--- src/rtl/neighbor_table_update_pkg.sv ---
// Shared memory map, sizes and FSM encoding for the node's neighbor table.
// Both the table reader (selectMyAction) and writer (neighbor_table_update)
// import this package so the two agree on every address.
package wsn_mem_map;

  localparam int WORD_WIDTH    = 16;
  localparam int ADDR_WIDTH    = 11;
  localparam int MAX_NEIGHBORS = 64;

  // Region base addresses (byte addresses, 2 bytes per entry).
  localparam logic [ADDR_WIDTH-1:0] NEIGHBOR_ID_BASE    = 11'h048;
  localparam logic [ADDR_WIDTH-1:0] CLUSTER_ID_BASE     = 11'h0C8;
  localparam logic [ADDR_WIDTH-1:0] BATTERY_STAT_BASE   = 11'h148;
  localparam logic [ADDR_WIDTH-1:0] Q_VALUE_BASE        = 11'h1C8;
  localparam logic [ADDR_WIDTH-1:0] NEIGHBOR_COUNT_ADDR = 11'h68A;

  // Region select understood by the address generator.
  typedef enum logic [2:0] {
    RGN_NONE,
    RGN_ID,
    RGN_CLUSTER,
    RGN_BATTERY,
    RGN_QVALUE,
    RGN_COUNT
  } region_e;

  // Table-update FSM encoding.
  typedef enum logic [3:0] {
    ST_IDLE,
    ST_RD_CNT,
    ST_LD_CNT,
    ST_SCAN_RD,
    ST_SCAN_CMP,
    ST_WR_ID,
    ST_WR_CID,
    ST_WR_BAT,
    ST_WR_Q,
    ST_WR_CNT,
    ST_DONE
  } nt_state_e;

endpackage

--- src/rtl/neighbor_table_update_if.sv ---
// Single-port shared-memory bus. The table logic is the master; the memory
// (or the arbiter in front of it) is the slave. Read data returns one cycle
// after the address is presented.
interface neighbor_table_update_if #(
  parameter int ADDR_WIDTH = 11,
  parameter int DATA_WIDTH = 16
) ();

  logic [ADDR_WIDTH-1:0] address;
  logic                  wr_en;
  logic [DATA_WIDTH-1:0] data_out;
  logic [DATA_WIDTH-1:0] mem_data_in;

  modport master (
    output address,
    output wr_en,
    output data_out,
    input  mem_data_in
  );

  modport slave (
    input  address,
    input  wr_en,
    input  data_out,
    output mem_data_in
  );

endinterface

--- src/rtl/neighbor_table_update_addr_gen.sv ---
// Combinational address generator: maps a table region and entry index to
// the 11-bit byte address. The count word has no index.
module nt_addr_gen
  import wsn_mem_map::*;
#(
  parameter int IDX_WIDTH = 6
) (
  input  region_e                region_i,
  input  logic [IDX_WIDTH-1:0]   index_i,
  output logic [ADDR_WIDTH-1:0]  addr_o
);

  logic [ADDR_WIDTH-1:0] offset;

  // Entries are one word (two bytes) apart.
  assign offset = ADDR_WIDTH'({index_i, 1'b0});

  // Select the region base and add the entry offset; idle regions read as 0.
  always_comb begin
    addr_o = '0;
    case (region_i)
      RGN_ID:      addr_o = NEIGHBOR_ID_BASE + offset;
      RGN_CLUSTER: addr_o = CLUSTER_ID_BASE + offset;
      RGN_BATTERY: addr_o = BATTERY_STAT_BASE + offset;
      RGN_QVALUE:  addr_o = Q_VALUE_BASE + offset;
      RGN_COUNT:   addr_o = NEIGHBOR_COUNT_ADDR;
      default:     addr_o = '0;
    endcase
  end

endmodule

--- src/rtl/neighbor_table_update.sv ---
// Neighbor table writer. On a received beacon it scans the neighborID list
// for the sender; a hit rewrites that entry's cluster/battery/Q fields, a
// miss appends a new entry and bumps neighborCount. The count is written
// last so a reader never sees a half-built entry.
module neighbor_table_update #(
  parameter int MAX_NEIGHBORS = wsn_mem_map::MAX_NEIGHBORS,
  parameter int WORD_WIDTH    = wsn_mem_map::WORD_WIDTH
) (
  input  logic                  clock,
  input  logic                  nrst,
  input  logic                  en,
  input  logic                  start,
  input  logic [WORD_WIDTH-1:0] pkt_id,
  input  logic [WORD_WIDTH-1:0] pkt_cluster,
  input  logic [WORD_WIDTH-1:0] pkt_battery,
  input  logic [WORD_WIDTH-1:0] pkt_qvalue,
  neighbor_table_update_if.master mem,
  output logic                  done,
  output logic                  table_full,
  output logic                  is_new
);

  import wsn_mem_map::*;

  localparam int IDX_W = $clog2(MAX_NEIGHBORS);
  localparam int CNT_W = IDX_W + 1;

  nt_state_e             state_q, state_d;
  logic [IDX_W-1:0]      idx_q, idx_d;
  logic [CNT_W-1:0]      cnt_q, cnt_d;
  logic [WORD_WIDTH-1:0] id_q, id_d;
  logic [WORD_WIDTH-1:0] cid_q, cid_d;
  logic [WORD_WIDTH-1:0] bat_q, bat_d;
  logic [WORD_WIDTH-1:0] qv_q, qv_d;
  logic                  append_q, append_d;
  logic                  table_full_q, table_full_d;
  logic                  is_new_q, is_new_d;

  region_e               region_c;
  logic                  wr_en_c;
  logic [WORD_WIDTH-1:0] wdata_c;
  logic [ADDR_WIDTH-1:0] addr_c;
  logic [CNT_W-1:0]      idx_plus1_c;

  assign idx_plus1_c = {1'b0, idx_q} + CNT_W'(1);

  nt_addr_gen #(
    .IDX_WIDTH (IDX_W)
  ) u_addr_gen (
    .region_i (region_c),
    .index_i  (idx_q),
    .addr_o   (addr_c)
  );

  // State and datapath registers, cleared by the synchronous reset.
  always_ff @(posedge clock) begin
    if (nrst) begin
      state_q      <= ST_IDLE;
      idx_q        <= '0;
      cnt_q        <= '0;
      id_q         <= '0;
      cid_q        <= '0;
      bat_q        <= '0;
      qv_q         <= '0;
      append_q     <= 1'b0;
      table_full_q <= 1'b0;
      is_new_q     <= 1'b0;
    end else begin
      state_q      <= state_d;
      idx_q        <= idx_d;
      cnt_q        <= cnt_d;
      id_q         <= id_d;
      cid_q        <= cid_d;
      bat_q        <= bat_d;
      qv_q         <= qv_d;
      append_q     <= append_d;
      table_full_q <= table_full_d;
      is_new_q     <= is_new_d;
    end
  end

  // Next-state and bus outputs; outputs depend only on registered state.
  always_comb begin
    state_d      = state_q;
    idx_d        = idx_q;
    cnt_d        = cnt_q;
    id_d         = id_q;
    cid_d        = cid_q;
    bat_d        = bat_q;
    qv_d         = qv_q;
    append_d     = append_q;
    table_full_d = table_full_q;
    is_new_d     = is_new_q;
    region_c     = RGN_NONE;
    wr_en_c      = 1'b0;
    wdata_c      = '0;

    case (state_q)
      ST_IDLE: begin
        // done is low by construction while idle, so start alone arms us.
        if (start) begin
          id_d     = pkt_id;
          cid_d    = pkt_cluster;
          bat_d    = pkt_battery;
          qv_d     = pkt_qvalue;
          append_d = 1'b0;
          state_d  = ST_RD_CNT;
        end
      end

      ST_RD_CNT: begin
        region_c = RGN_COUNT;
        state_d  = ST_LD_CNT;
      end

      ST_LD_CNT: begin
        // A corrupt count larger than the table is clamped to capacity.
        if (mem.mem_data_in >= WORD_WIDTH'(MAX_NEIGHBORS)) begin
          cnt_d = CNT_W'(MAX_NEIGHBORS);
        end else begin
          cnt_d = mem.mem_data_in[CNT_W-1:0];
        end
        idx_d = '0;
        if (cnt_d == '0) begin
          append_d = 1'b1;
          state_d  = ST_WR_ID;
        end else begin
          state_d  = ST_SCAN_RD;
        end
      end

      ST_SCAN_RD: begin
        region_c = RGN_ID;
        state_d  = ST_SCAN_CMP;
      end

      ST_SCAN_CMP: begin
        if (mem.mem_data_in == id_q) begin
          state_d = ST_WR_CID;
        end else if (idx_plus1_c < cnt_q) begin
          idx_d   = idx_q + IDX_W'(1);
          state_d = ST_SCAN_RD;
        end else if (cnt_q < CNT_W'(MAX_NEIGHBORS)) begin
          idx_d    = cnt_q[IDX_W-1:0];
          append_d = 1'b1;
          state_d  = ST_WR_ID;
        end else begin
          table_full_d = 1'b1;
          state_d      = ST_DONE;
        end
      end

      ST_WR_ID: begin
        region_c = RGN_ID;
        wr_en_c  = 1'b1;
        wdata_c  = id_q;
        state_d  = ST_WR_CID;
      end

      ST_WR_CID: begin
        region_c = RGN_CLUSTER;
        wr_en_c  = 1'b1;
        wdata_c  = cid_q;
        state_d  = ST_WR_BAT;
      end

      ST_WR_BAT: begin
        region_c = RGN_BATTERY;
        wr_en_c  = 1'b1;
        wdata_c  = bat_q;
        state_d  = ST_WR_Q;
      end

      ST_WR_Q: begin
        region_c = RGN_QVALUE;
        wr_en_c  = 1'b1;
        wdata_c  = qv_q;
        state_d  = append_q ? ST_WR_CNT : ST_DONE;
      end

      ST_WR_CNT: begin
        // Publishing the new count is what makes the appended entry visible.
        region_c = RGN_COUNT;
        wr_en_c  = 1'b1;
        wdata_c  = WORD_WIDTH'(cnt_q) + WORD_WIDTH'(1);
        is_new_d = 1'b1;
        state_d  = ST_DONE;
      end

      ST_DONE: begin
        state_d = ST_DONE;
      end

      default: begin
        state_d = ST_IDLE;
      end
    endcase

    // en re-arms the block: clears status and abandons any operation.
    if (en) begin
      table_full_d = 1'b0;
      is_new_d     = 1'b0;
      if (state_q != ST_IDLE) begin
        state_d = ST_IDLE;
      end
    end
  end

  assign mem.address  = addr_c;
  assign mem.wr_en    = wr_en_c;
  assign mem.data_out = wdata_c;
  assign done         = (state_q == ST_DONE);
  assign table_full   = table_full_q;
  assign is_new       = is_new_q;

endmodule

--- src/flat_wrapper.sv ---
// flat-port wrapper written by rule: the top's interface ports become plain ports
module neighbor_table_update_flat import wsn_mem_map::*;
#(
  parameter int MAX_NEIGHBORS = wsn_mem_map::MAX_NEIGHBORS,
  parameter int WORD_WIDTH    = wsn_mem_map::WORD_WIDTH
)
  (clock, nrst, en, start, pkt_id, pkt_cluster, pkt_battery, pkt_qvalue, done, table_full, is_new, mem_address, mem_wr_en, mem_data_out, mem_mem_data_in);
  neighbor_table_update_if #(.ADDR_WIDTH(11), .DATA_WIDTH(16)) mem_i ();
  input  logic clock;
  input  logic nrst;
  input  logic en;
  input  logic start;
  input  logic [WORD_WIDTH-1:0] pkt_id;
  input  logic [WORD_WIDTH-1:0] pkt_cluster;
  input  logic [WORD_WIDTH-1:0] pkt_battery;
  input  logic [WORD_WIDTH-1:0] pkt_qvalue;
  output logic done;
  output logic table_full;
  output logic is_new;
  output wire logic [$bits(mem_i.address)-1:0] mem_address;
  output wire logic [$bits(mem_i.wr_en)-1:0] mem_wr_en;
  output wire logic [$bits(mem_i.data_out)-1:0] mem_data_out;
  input wire logic [$bits(mem_i.mem_data_in)-1:0] mem_mem_data_in;
  assign mem_address = mem_i.address;
  assign mem_wr_en = mem_i.wr_en;
  assign mem_data_out = mem_i.data_out;
  assign mem_i.mem_data_in = mem_mem_data_in;
  neighbor_table_update #(.MAX_NEIGHBORS(MAX_NEIGHBORS), .WORD_WIDTH(WORD_WIDTH)) u_core (.clock(clock), .nrst(nrst), .en(en), .start(start), .pkt_id(pkt_id), .pkt_cluster(pkt_cluster), .pkt_battery(pkt_battery), .pkt_qvalue(pkt_qvalue), .mem(mem_i), .done(done), .table_full(table_full), .is_new(is_new));
endmodule
--- config.mk ---
export PLATFORM = sky130hd
export DESIGN_NAME = neighbor_table_update_flat
export DESIGN_NICKNAME = d
export VERILOG_FILES = /design/src/rtl/neighbor_table_update_pkg.sv /design/src/rtl/neighbor_table_update_if.sv /design/src/rtl/neighbor_table_update_addr_gen.sv /design/src/rtl/neighbor_table_update.sv /design/src/flat_wrapper.sv
export SDC_FILE = /design/constraint.sdc
export NUM_CORES = 1
export LEC_CHECK = 0
export ABC_AREA = 1
export ABC_CLOCK_PERIOD_IN_PS = 2050
export BUFFER_PORTS_ARGS = -buffer_cell sky130_fd_sc_hd__buf_2
export CORE_UTILIZATION = 48
export CTS_CLUSTER_DIAMETER = 80
export DETAILED_ROUTE_END_ITERATION = 7
export GPL_TIMING_DRIVEN = 0
export PLACE_DENSITY_LB_ADDON = 0.08
export RECOVER_POWER = 50
export SYNTH_ARGS = -nofsm -noshare
export SYNTH_HDL_FRONTEND = slang
export SYNTH_SLANG_ARGS = --single-unit
--- constraint.sdc ---
create_clock -name clock -period 2.05 [get_ports clock]
set_input_delay 0.41 -clock clock [delete_from_list [all_inputs] [get_ports clock]]
set_output_delay 0.41 -clock clock [all_outputs]
set_load 0.03 [all_outputs]
==> results.sh, run 1 <==
export IMPL_cts_tree="done"
export IMPL_nNetsFinal=940
export IMPL_ys_seq_elements=84
export IMPL_cp_data_required_time_ns=1.64
export IMPL_wl_per_cell_um=17.0
export IMPL_grt_setup_unrepaired="true"
export IMPL_netlist_instances=672
export IMPL_fin_skew_ns=0.0110
export IMPL_crit_start="u_core.state_q[1]$_SDFF_PP0_"
export IMPL_final_cell_mix="nand2_1, inv_1, a21oi_1"
export IMPL_clockRootBuffer="clkbuf_8"
export IMPL_worst_slew_pin_transition_ns=0.545
export IMPL_first_global_vias=4988
export IMPL_grt_overflow=0
export IMPL_place_inst=894
export IMPL_power_density_nw_per_um2=716
export IMPL_fmax_mhz=435
export IMPL_hold_class="in -> reg"
export IMPL_drc=0
export IMPL_first_iter_violations=268
export IMPL_grt_usage_pct=31.6
export IMPL_synth_fp_nets=765
export IMPL_setup_ws_ns=-0.250
export IMPL_antenna_found_initial=0
export IMPL_instances_no_fill=963
export IMPL_hpwl_um=10700
export IMPL_worst_path_max_fanout=6
export IMPL_initial_utilization_pct=49.3
export IMPL_setup_worst_path_end_class="output pin"
export IMPL_min_period_ns=2.30
export IMPL_pin_count=115
export IMPL_critPathKind="reg -> out"
export IMPL_syn2layout_area_growth_pct=50.3
export IMPL_status="complete, but fails checks"
export IMPL_layout_commonest_cell="nand2_1"
export IMPL_power_leakage_nw=2.98
export IMPL_nFillCells=722
export IMPL_ant_nets=0
export IMPL_clockBufferDepth=2
export IMPL_firstDrtPassIters=7
export IMPL_finalHoldViolations=0
export IMPL_yosysUniqueCellTypes=39
export IMPL_place_congestion=0.873
export IMPL_finalPower_w=0.00489
export IMPL_rr_worst_depth=14
export IMPL_relSlewSlack_pct=63.6
export IMPL_core_sq_um=9200
export IMPL_multi_input_area_sq_um=2880
export IMPL_htree_levels=3
export IMPL_hold_depth=3
export IMPL_path_clk_slew_ns=0.09
export IMPL_startpoint_type="flip-flop"
export IMPL_min_from="mem_mem_data_in[0]"
export IMPL_grt_pass1_wl_um=24200
export IMPL_numCtsBuffers=9
export IMPL_clkSinkCount=84
export IMPL_setup_tns_ns=-6.84
export IMPL_slew_violations=0
export IMPL_routed_wl_um=16400
export IMPL_die_height_um=99.2
export IMPL_ys_seq_area_share_pct=37.1
export IMPL_antenna_cells=0
export IMPL_drt_vias_per_instance=5.58
export IMPL_synth_cell_area_sq_um=4540
export IMPL_die_area_sq_um=9850
export IMPL_seq_area_sq_um=1710
export IMPL_finalSetupViolCount=59
export IMPL_chipWidth_um=99.2
export IMPL_dpl_worst_slack_ns=-0.355
export IMPL_ir_drop_uv=498
export IMPL_finalCritPeriodShare_pct=112
export IMPL_max_cap_violations=0
export IMPL_layout_drive_gt1_share_pct=35.6
export IMPL_syn_avg_cell_area_sq_um=6.75
export IMPL_clkLatencyLatePin_ns=0.36
export IMPL_num_rows=35
export IMPL_rrSetupSlack_ns=-0.19
export IMPL_violations="negative setup slack"
export IMPL_routed_via_count=5370
export IMPL_grt_max_degree=15
export IMPL_arrival_ns=1.89
export IMPL_portBuffers=111
export IMPL_r2r_start="u_core.idx_q[3]$_SDFFE_PP0P_"
export IMPL_hold_slack_ns=0.310
export IMPL_yosys_warnings=0
==> power by group <==
group	internal [W]	switching (W)
clock network	0.000571	0.000653
registers	0.00187	0.000144
logic	0.000590	0.00106
==> synthesized netlist by cell type, drive strengths merged <==
cell type	n	area share [%]
o311ai	1	0.19
o22ai	17	2.3
clkbuf	14	1.2
nor3	2	0.33
ha	9	2.5
conb	1	0.083
buf	17	2.7
xnor2	1	0.19
a21o	1	0.17
o21ai	68	7.5
nand2	137	12
or2	1	0.14
nor2	42	4.7
a31oi	3	0.41
a21oi	101	11
a221oi	2	0.39
nand4	10	1.4
nand3	41	4.6
o2111ai	1	0.19
a22oi	1	0.17
o211ai	6	0.99
o221ai	3	0.58
o21a	1	0.17
dfxtp	84	37
xor2	1	0.19
inv	107	8.9
==> critical path, cell delays in order (launching register included) <==
cell      delay [ns]
dfxtp_4         0.42
clkbuf_1        0.17
nor2_4          0.08
nand2_8         0.12
buf_4           0.14
o22ai_2         0.09
a221oi_4        0.23
nand3_2         0.12
buf_6           0.16
==> flip-flops by register name, summed over array words and instances (netlist names) <==
register	flops
u_core.cid_q	16
u_core.cnt_q	7
u_core.table_full	1
u_core.bat_q	16
u_core.idx_q	6
u_core.is_new	1
u_core.state_q	4
u_core.append_q	1
u_core.qv_q	16
u_core.id_q	16
==> final timing paths <==
check,endpoint
min,u_core.cnt_q[0]$_SDFFE_PP0P_
min reg2reg,u_core.table_full$_SDFFE_PP0P_
max,mem_data_out[6]
max reg2reg,u_core.idx_q[5]$_SDFFE_PP0P_
==> logic make-up after synthesis <==
group / share of synthesized area [%]
AND/OR/NAND/NOR: 23.0
AO/OA/AOI/OAI: 24.2
buffers and inverters: 12.8
flip-flops: 37.1
adder cells (fa/ha/maj): 2.48
XOR/XNOR: 0.386
other: 0.0826
==> layout make-up <==
cell class | instances | share of cell area (%)
Buffer | 31 | 3.32
Clock buffer | 11 | 1.93
Clock inverter | 5 | 0.880
Inverter | 107 | 6.60
Multi-Input combinational cell | 450 | 42.2
Sequential cell | 84 | 25.1
Tap cell | 111 | 2.04
Timing Repair Buffer | 164 | 18.0
==> per-layer routing <==
metal	routed length, um	up-vias	track usage, %
met5	0	-	0
met4	598	0	12.6
met3	965	53	5.90
met2	8430	237	57.7
met1	6400	2510	36.3
li1	-	2570	-
==> through the flow <==
step / instance area, sq um / util, %
floorplan: 4600 / -
global placement: 5290 / 57.5
detailed placement: 5290 / 57.5
CTS: 6380 / 69.4
global route: 6820 / 74.2
finish: 6820 / 74.2
==> what timing repair did <==
action / CTS / global route
cloned: 3 / 1
setup endpoints to repair: 37 / 37
setup buffers: 27 / 22
gates resized for setup: 147 / 63
pin swaps: 28 / 24
hold buffers: 0 / 0
Power figures use the tool's default switching activity.
==> run 2: changes to the inputs <==
- CORE_ASPECT_RATIO: not set -> 0.8
- CTS_CLUSTER_SIZE: not set -> 24
==> run 2 against run 1 <==
  * The run still ends with negative setup slack left
  * Combinational power about the same
  * Design area decreased by 2.6%
  * Clock power increased by 35%
  * Sequential share of layout area increased by 0.82 points
  * Register-to-register slack got worse by 0.04 ns
  * Fmax increased by 0.23%
  * Sequential power about the same
  * Via count increased by 0.30%
  * Core utilization decreased by 1.3 points
  * Critical path depth increased by 1
  * Routed wire length increased by 0.33%
  * Critical path type unchanged
  * Critical endpoint is now mem_data_out[4]
  * Largest cell class unchanged
  * Largest power group unchanged
  * Highest routed layer unchanged
==> results.sh, run 2 (synthesis results as in run 1) <==
export IMPL_status="complete, but fails checks"
export IMPL_violations="negative setup slack"
export IMPL_path_clk_slew_ns=0.06
export IMPL_hold_class="in -> reg"
export IMPL_finalCritPeriodShare_pct=112
export IMPL_clkSinkCount=84
export IMPL_final_cell_mix="nand2_1, inv_1, buf_2"
export IMPL_grt_pass1_wl_um=24200
export IMPL_routed_via_count=5386
export IMPL_clockBufferDepth=2
export IMPL_power_leakage_nw=2.89
export IMPL_cp_top_family="buffers and inverters"
export IMPL_layout_commonest_cell="nand2_1"
export IMPL_core_sq_um=9110
export IMPL_grt_usage_pct=32.0
export IMPL_num_rows=31
export IMPL_finalHoldViolations=0
export IMPL_place_congestion=0.940
export IMPL_cpMostUsedCell="nor2_4"
export IMPL_grt_overflow=0
export IMPL_chipWidth_um=111
export IMPL_setup_worst_path_end_class="output pin"
export IMPL_cts_tree="done"
export IMPL_grt_setup_unrepaired="true"
export IMPL_fmax_mhz=436
export IMPL_slew_violations=0
export IMPL_portBuffers=111
export IMPL_crit_start="u_core.state_q[1]$_SDFF_PP0_"
export IMPL_r2r_start="u_core.idx_q[2]$_SDFFE_PP0P_"
export IMPL_pin_count=115
export IMPL_critPathKind="reg -> out"
export IMPL_ant_nets=0
export IMPL_worst_path_max_fanout=5
export IMPL_nNetsFinal=925
export IMPL_wl_per_cell_um=17.3
export IMPL_cp_depth=9
export IMPL_grt_max_degree=16
export IMPL_drc=0
export IMPL_critPathSlowestCell="dfxtp_4"
export IMPL_critPathBufInv=4
export IMPL_syn2layout_area_growth_pct=46.4
export IMPL_r2r_end="u_core.idx_q[4]$_SDFFE_PP0P_"
export IMPL_first_iter_violations=516
export IMPL_firstDrtPassIters=5
export IMPL_nFillCells=692
export IMPL_die_area_sq_um=9850
export IMPL_min_period_ns=2.29
export IMPL_max_stage_delay_ns=0.38
export IMPL_drt_vias_per_instance=5.66
export IMPL_layout_drive_gt1_share_pct=35.4
export IMPL_routed_wl_um=16500
export IMPL_fin_skew_ns=0.00560
export IMPL_htree_levels=3
export IMPL_ir_drop_uv=596
export IMPL_antenna_found_initial=0
export IMPL_first_global_vias=4766
export IMPL_die_height_um=89.0
export IMPL_initial_utilization_pct=49.8
export IMPL_hpwl_um=11200
export IMPL_finalPower_w=0.00528
export IMPL_clockRootBuffer="clkbuf_16"
export IMPL_numCtsBuffers=9
export IMPL_worstPathCellList="buf_6 -> nor2_4 -> inv_2 -> nor2_4 -> inv_4 -> a21oi_2 -> o21ai_1 -> o211ai_1 -> buf_4"
export IMPL_relSlewSlack_pct=62.9
export IMPL_rrSetupSlack_ns=-0.23
export IMPL_clkLatencyLatePin_ns=0.35
export IMPL_rr_worst_depth=14
export IMPL_finalSetupViolCount=50
export IMPL_postCtsHoldBufs=0
export IMPL_worst_slew_pin_transition_ns=0.556
export IMPL_antenna_cells=0
export IMPL_setup_ws_ns=-0.244
export IMPL_hold_slack_ns=0.324
export IMPL_arrival_ns=1.88
export IMPL_power_density_nw_per_um2=795
export IMPL_startpoint_type="flip-flop"
export IMPL_max_cap_violations=0
export IMPL_crit_path_end="mem_data_out[4]"
export IMPL_cp_data_required_time_ns=1.64
## run 2: changes by cell type in the layout (fill, tap and decap cells not counted), sizes merged
cell	delta
inv	+2
clkinv	+2
clkinvlp	-2
buf	-10
clkbuf	-7
## run 2: worst min path at each step
stage / startpoint / depth (start not counted) / endpoint
6_report: mem_mem_data_in[0] / 3 / u_core.cnt_q[0]$_SDFFE_PP0P_
5_1_grt: pkt_battery[2] / 3 / u_core.bat_q[2]$_SDFFE_PP0P_
4_1_cts: pkt_cluster[13] / 3 / u_core.cid_q[13]$_SDFFE_PP0P_
3_5_place_dp: u_core.table_full$_SDFFE_PP0P_ / 2 / u_core.table_full$_SDFFE_PP0P_
3_3_place_gp: u_core.table_full$_SDFFE_PP0P_ / 2 / u_core.table_full$_SDFFE_PP0P_
2_1_floorplan: u_core.cid_q[0]$_SDFFE_PP0P_ / 2 / u_core.cid_q[0]$_SDFFE_PP0P_
## run 2: cell type report
cell class	count	area (sq um)	area share [%]
Multi-Input combinational cell	450	2820	42.4
Sequential cell	84	1720	25.9
Timing Repair Buffer	149	997	15.0
Inverter	107	442	6.65
Clock buffer	9	225	3.39
Buffer	31	224	3.37
Tap cell	115	144	2.17
Clock inverter	7	75.1	1.13
## run 2: power by group
part	leakage (nW)	total (W)	switching [W]	internal [W]
Sequential	0.700	0.00201	0.000145	0.00187
Combinational	2.04	0.00162	0.00105	0.000565
Clock	0.146	0.00165	0.000703	0.000951
Total	2.89	0.00528	0.00190	0.00338
## run 2: routing by layer
metal / global-route usage [%] / wire length [um]
met1: 44.3 / 7100
met2: 51.2 / 7390
met3: 6.78 / 1640
met4: 9.09 / 321
met5: 0 / 0
## run 2: metrics by stage
stage	util, %	instances	worst slack, ns	area, sq um	TNS, ns
finish	72.9	952	-0.244	6650	-5.12
global route	72.9	952	-0.340	6650	-11.29
CTS	69.1	942	-0.130	6300	-2.82
detailed placement	58.1	898	-0.375	5300	-5.51
global placement	58.1	898	-0.301	5300	-4.66
floorplan	-	672	-0.0816	4600	-0.346
## run 2: tightest hold or removal path: stages
cell	delay [ns]
buf_2	0.11
nand2_1	0.06
a21oi_1	0.05
## run 2: repair_timing
item | CTS | global route
resized for setup | 118 | 90
gates cloned | 2 | 0
endpoints found under the setup margin | 37 | 37
setup buffers | 26 | 10
pin swaps | 21 | 34
==> run 3: changes to the inputs <==
--- a/config.mk
+++ b/config.mk
@@ -10,3 +10,3 @@
 export BUFFER_PORTS_ARGS = -buffer_cell sky130_fd_sc_hd__buf_2
-export CORE_ASPECT_RATIO = 0.8
+export CORE_ASPECT_RATIO = 0.7
 export CORE_UTILIZATION = 48
@@ -15,2 +15,3 @@
 export DETAILED_ROUTE_END_ITERATION = 7
+export GPL_ROUTABILITY_DRIVEN = 0
 export GPL_TIMING_DRIVEN = 0
--- a/constraint.sdc
+++ b/constraint.sdc
@@ -3,2 +3,2 @@
 set_output_delay 0.41 -clock clock [all_outputs]
-set_load 0.03 [all_outputs]
+set_load 0.02 [all_outputs]
==> run 3 against run 2 <==
  * Largest cell class unchanged
  * Routed wire length is 5.5% higher
  * Die area hardly changed
  * The run still ends with negative setup slack left
  * Via count is 3.7% higher
==> results.sh, run 3 (synthesis results as in run 1) <==
export IMPL_status="complete, but fails checks"
export IMPL_violations="negative setup slack"
export IMPL_fmax_mhz=432
export IMPL_startpoint_type="flip-flop"
export IMPL_critPathBufInv=2
export IMPL_finalCritPeriodShare_pct=113
export IMPL_crit_start="u_core.idx_q[2]$_SDFFE_PP0P_"
export IMPL_nFillCells=686
export IMPL_antenna_cells=0
export IMPL_ant_nets=0
export IMPL_cp_data_required_time_ns=2.32
export IMPL_routed_via_count=5585
export IMPL_power_density_nw_per_um2=829
export IMPL_final_cell_mix="nand2_1, inv_1, buf_2"
export IMPL_grt_max_degree=14
export IMPL_nNetsFinal=928
export IMPL_rrSetupSlack_ns=-0.26
export IMPL_pin_count=115
export IMPL_worst_path_max_fanout=5
export IMPL_fin_skew_ns=0.0107
export IMPL_setup_worst_path_end_class="flip-flop"
export IMPL_wl_per_cell_um=18.0
export IMPL_cp_depth=14
export IMPL_num_rows=29
export IMPL_hpwl_um=11500
export IMPL_drc=0
export IMPL_core_sq_um=9110
export IMPL_finalPower_w=0.00558
export IMPL_postCtsHoldBufs=0
export IMPL_ir_drop_uv=520
export IMPL_grt_usage_pct=33.7
export IMPL_cts_tree="done"
export IMPL_arrival_ns=2.59
export IMPL_clockRootBuffer="clkbuf_16"
export IMPL_antenna_found_initial=0
export IMPL_grt_pass1_wl_um=25700
export IMPL_firstDrtPassIters=5
export IMPL_hold_class="in -> reg"
export IMPL_portBuffers=111
export IMPL_relSlewSlack_pct=60.5
export IMPL_die_area_sq_um=9850
export IMPL_slew_violations=0
export IMPL_drt_vias_per_instance=5.80
export IMPL_die_height_um=83.4
export IMPL_worst_slew_pin_transition_ns=0.593
export IMPL_numCtsBuffers=9
export IMPL_crit_path_end="u_core.append_q$_SDFFE_PP0P_"
export IMPL_setup_ws_ns=-0.262
export IMPL_clockBufferDepth=2
export IMPL_finalHoldViolations=0
export IMPL_first_iter_violations=475
export IMPL_clkSinkCount=84
export IMPL_clkLatencyLatePin_ns=0.35
export IMPL_initial_utilization_pct=49.8
export IMPL_dpl_worst_slack_ns=-0.511
export IMPL_layout_commonest_cell="nand2_1"
export IMPL_max_stage_delay_ns=0.36
export IMPL_path_clk_slew_ns=0.06
export IMPL_critPathSlowestCell="dfxtp_4"
export IMPL_r2r_end="u_core.append_q$_SDFFE_PP0P_"
export IMPL_layout_drive_gt1_share_pct=34.4
export IMPL_routed_wl_um=17400
export IMPL_chipWidth_um=118
export IMPL_max_cap_violations=0
export IMPL_grt_overflow=0
export IMPL_first_global_vias=5031
export IMPL_syn2layout_area_growth_pct=48.4
export IMPL_finalSetupViolCount=80
export IMPL_power_leakage_nw=2.97
export IMPL_grt_setup_unrepaired="true"
export IMPL_r2r_start="u_core.idx_q[2]$_SDFFE_PP0P_"
export IMPL_rr_worst_depth=14
export IMPL_htree_levels=3
export IMPL_worstPathCellList="ha_4 -> or2_4 -> o211ai_1 -> inv_1 -> ha_4 -> nand2_2 -> a21oi_2 -> nor2_4 -> buf_4 -> nand3_1 -> nand2_1 -> nor2_1 -> nand3_1 -> a21oi_2"
export IMPL_cp_top_family="simple AND/OR/NAND/NOR gates"
export IMPL_min_period_ns=2.31
export IMPL_critPathKind="reg -> reg"
-- run 3: changes by cell type in the layout (fill, tap and decap cells not counted), moves of 3 or more --
| cell | before | now |
|---|---|---|
| buf_6 | 25 | 20 |
| inv_6 | 4 | 0 |
| nand3_1 | 31 | 35 |
| nand3_2 | 9 | 5 |
| a21oi_2 | 18 | 15 |
| inv_1 | 87 | 90 |
| inv_2 | 9 | 6 |
| inv_8 | 1 | 4 |
-- run 3: worst min-delay path by stage --
| stage | startpoint | endpoint | slack (ns) | cells past startpoint |
|---|---|---|---|---|
| 3_3_place_gp | u_core.table_full$_SDFFE_PP0P_ | u_core.table_full$_SDFFE_PP0P_ | 0.43 | 2 |
| 2_1_floorplan | u_core.cid_q[0]$_SDFFE_PP0P_ | u_core.cid_q[0]$_SDFFE_PP0P_ | 0.43 | 2 |
| 4_1_cts | pkt_qvalue[2] | u_core.qv_q[2]$_SDFFE_PP0P_ | 0.33 | 3 |
| 3_5_place_dp | u_core.cid_q[11]$_SDFFE_PP0P_ | u_core.cid_q[11]$_SDFFE_PP0P_ | 0.45 | 2 |
| 6_report | pkt_id[12] | u_core.id_q[12]$_SDFFE_PP0P_ | 0.33 | 3 |
| 5_1_grt | mem_mem_data_in[2] | u_core.cnt_q[2]$_SDFFE_PP0P_ | 0.35 | 3 |
-- run 3: cell type report --
type	count	area, sq um	share of cell area, %
plain buffers	31	233	3.46
clock buffers	10	239	3.55
clock inverters	5	100	1.49
inverters	107	449	6.67
multi-input cells	450	2790	41.5
flip-flops and latches	84	1720	25.5
well taps	124	155	2.30
repair buffers	152	1050	15.6
-- run 3: where the power goes --
part	leakage [nW]	internal (W)	switching [W]
registers	0.699	0.00187	0.000148
clock network	0.168	0.00121	0.000674
logic	2.10	0.000593	0.00108
total	2.97	0.00368	0.00190
-- run 3: per-layer routing --
| metal | vias up | share of wire [%] | GRT usage (%) |
|---|---|---|---|
| li1 | 2550 | - | - |
| met1 | 2601 | 43 | 47.1 |
| met2 | 376 | 43 | 49.1 |
| met3 | 58 | 12 | 9.34 |
| met4 | 0 | 2.9 | 12.6 |
| met5 | - | 0 | 0 |
-- run 3: per-stage QoR --
stage / instance area (sq um) / std cells / utilization [%] / TNS (ns) / hold slack, ns
finish: 6730 / 963 / 73.9 / -8.18 / 0.329
floorplan: 4580 / 672 / - / -0.406 / 0.429
global route: 6730 / 963 / 73.9 / -16.67 / 0.349
detailed placement: 5290 / 907 / 58.0 / -6.52 / 0.448
CTS: 6380 / 952 / 70.1 / -2.27 / 0.326
global placement: 5290 / 907 / 58.0 / -5.68 / 0.430
-- run 3: repair_timing --
item,CTS,global route
pin swaps,26,28
buffers inserted,28,9
endpoints found under the setup margin,37,35
resized for setup,132,68
cloned,2,2
-- run 3: tightest hold or removal path, delay by kind of cell --
family	cells	cell delay [ns]
AOI/OAI and AO/OA	2	0.15
buffers and inverters	1	0.07
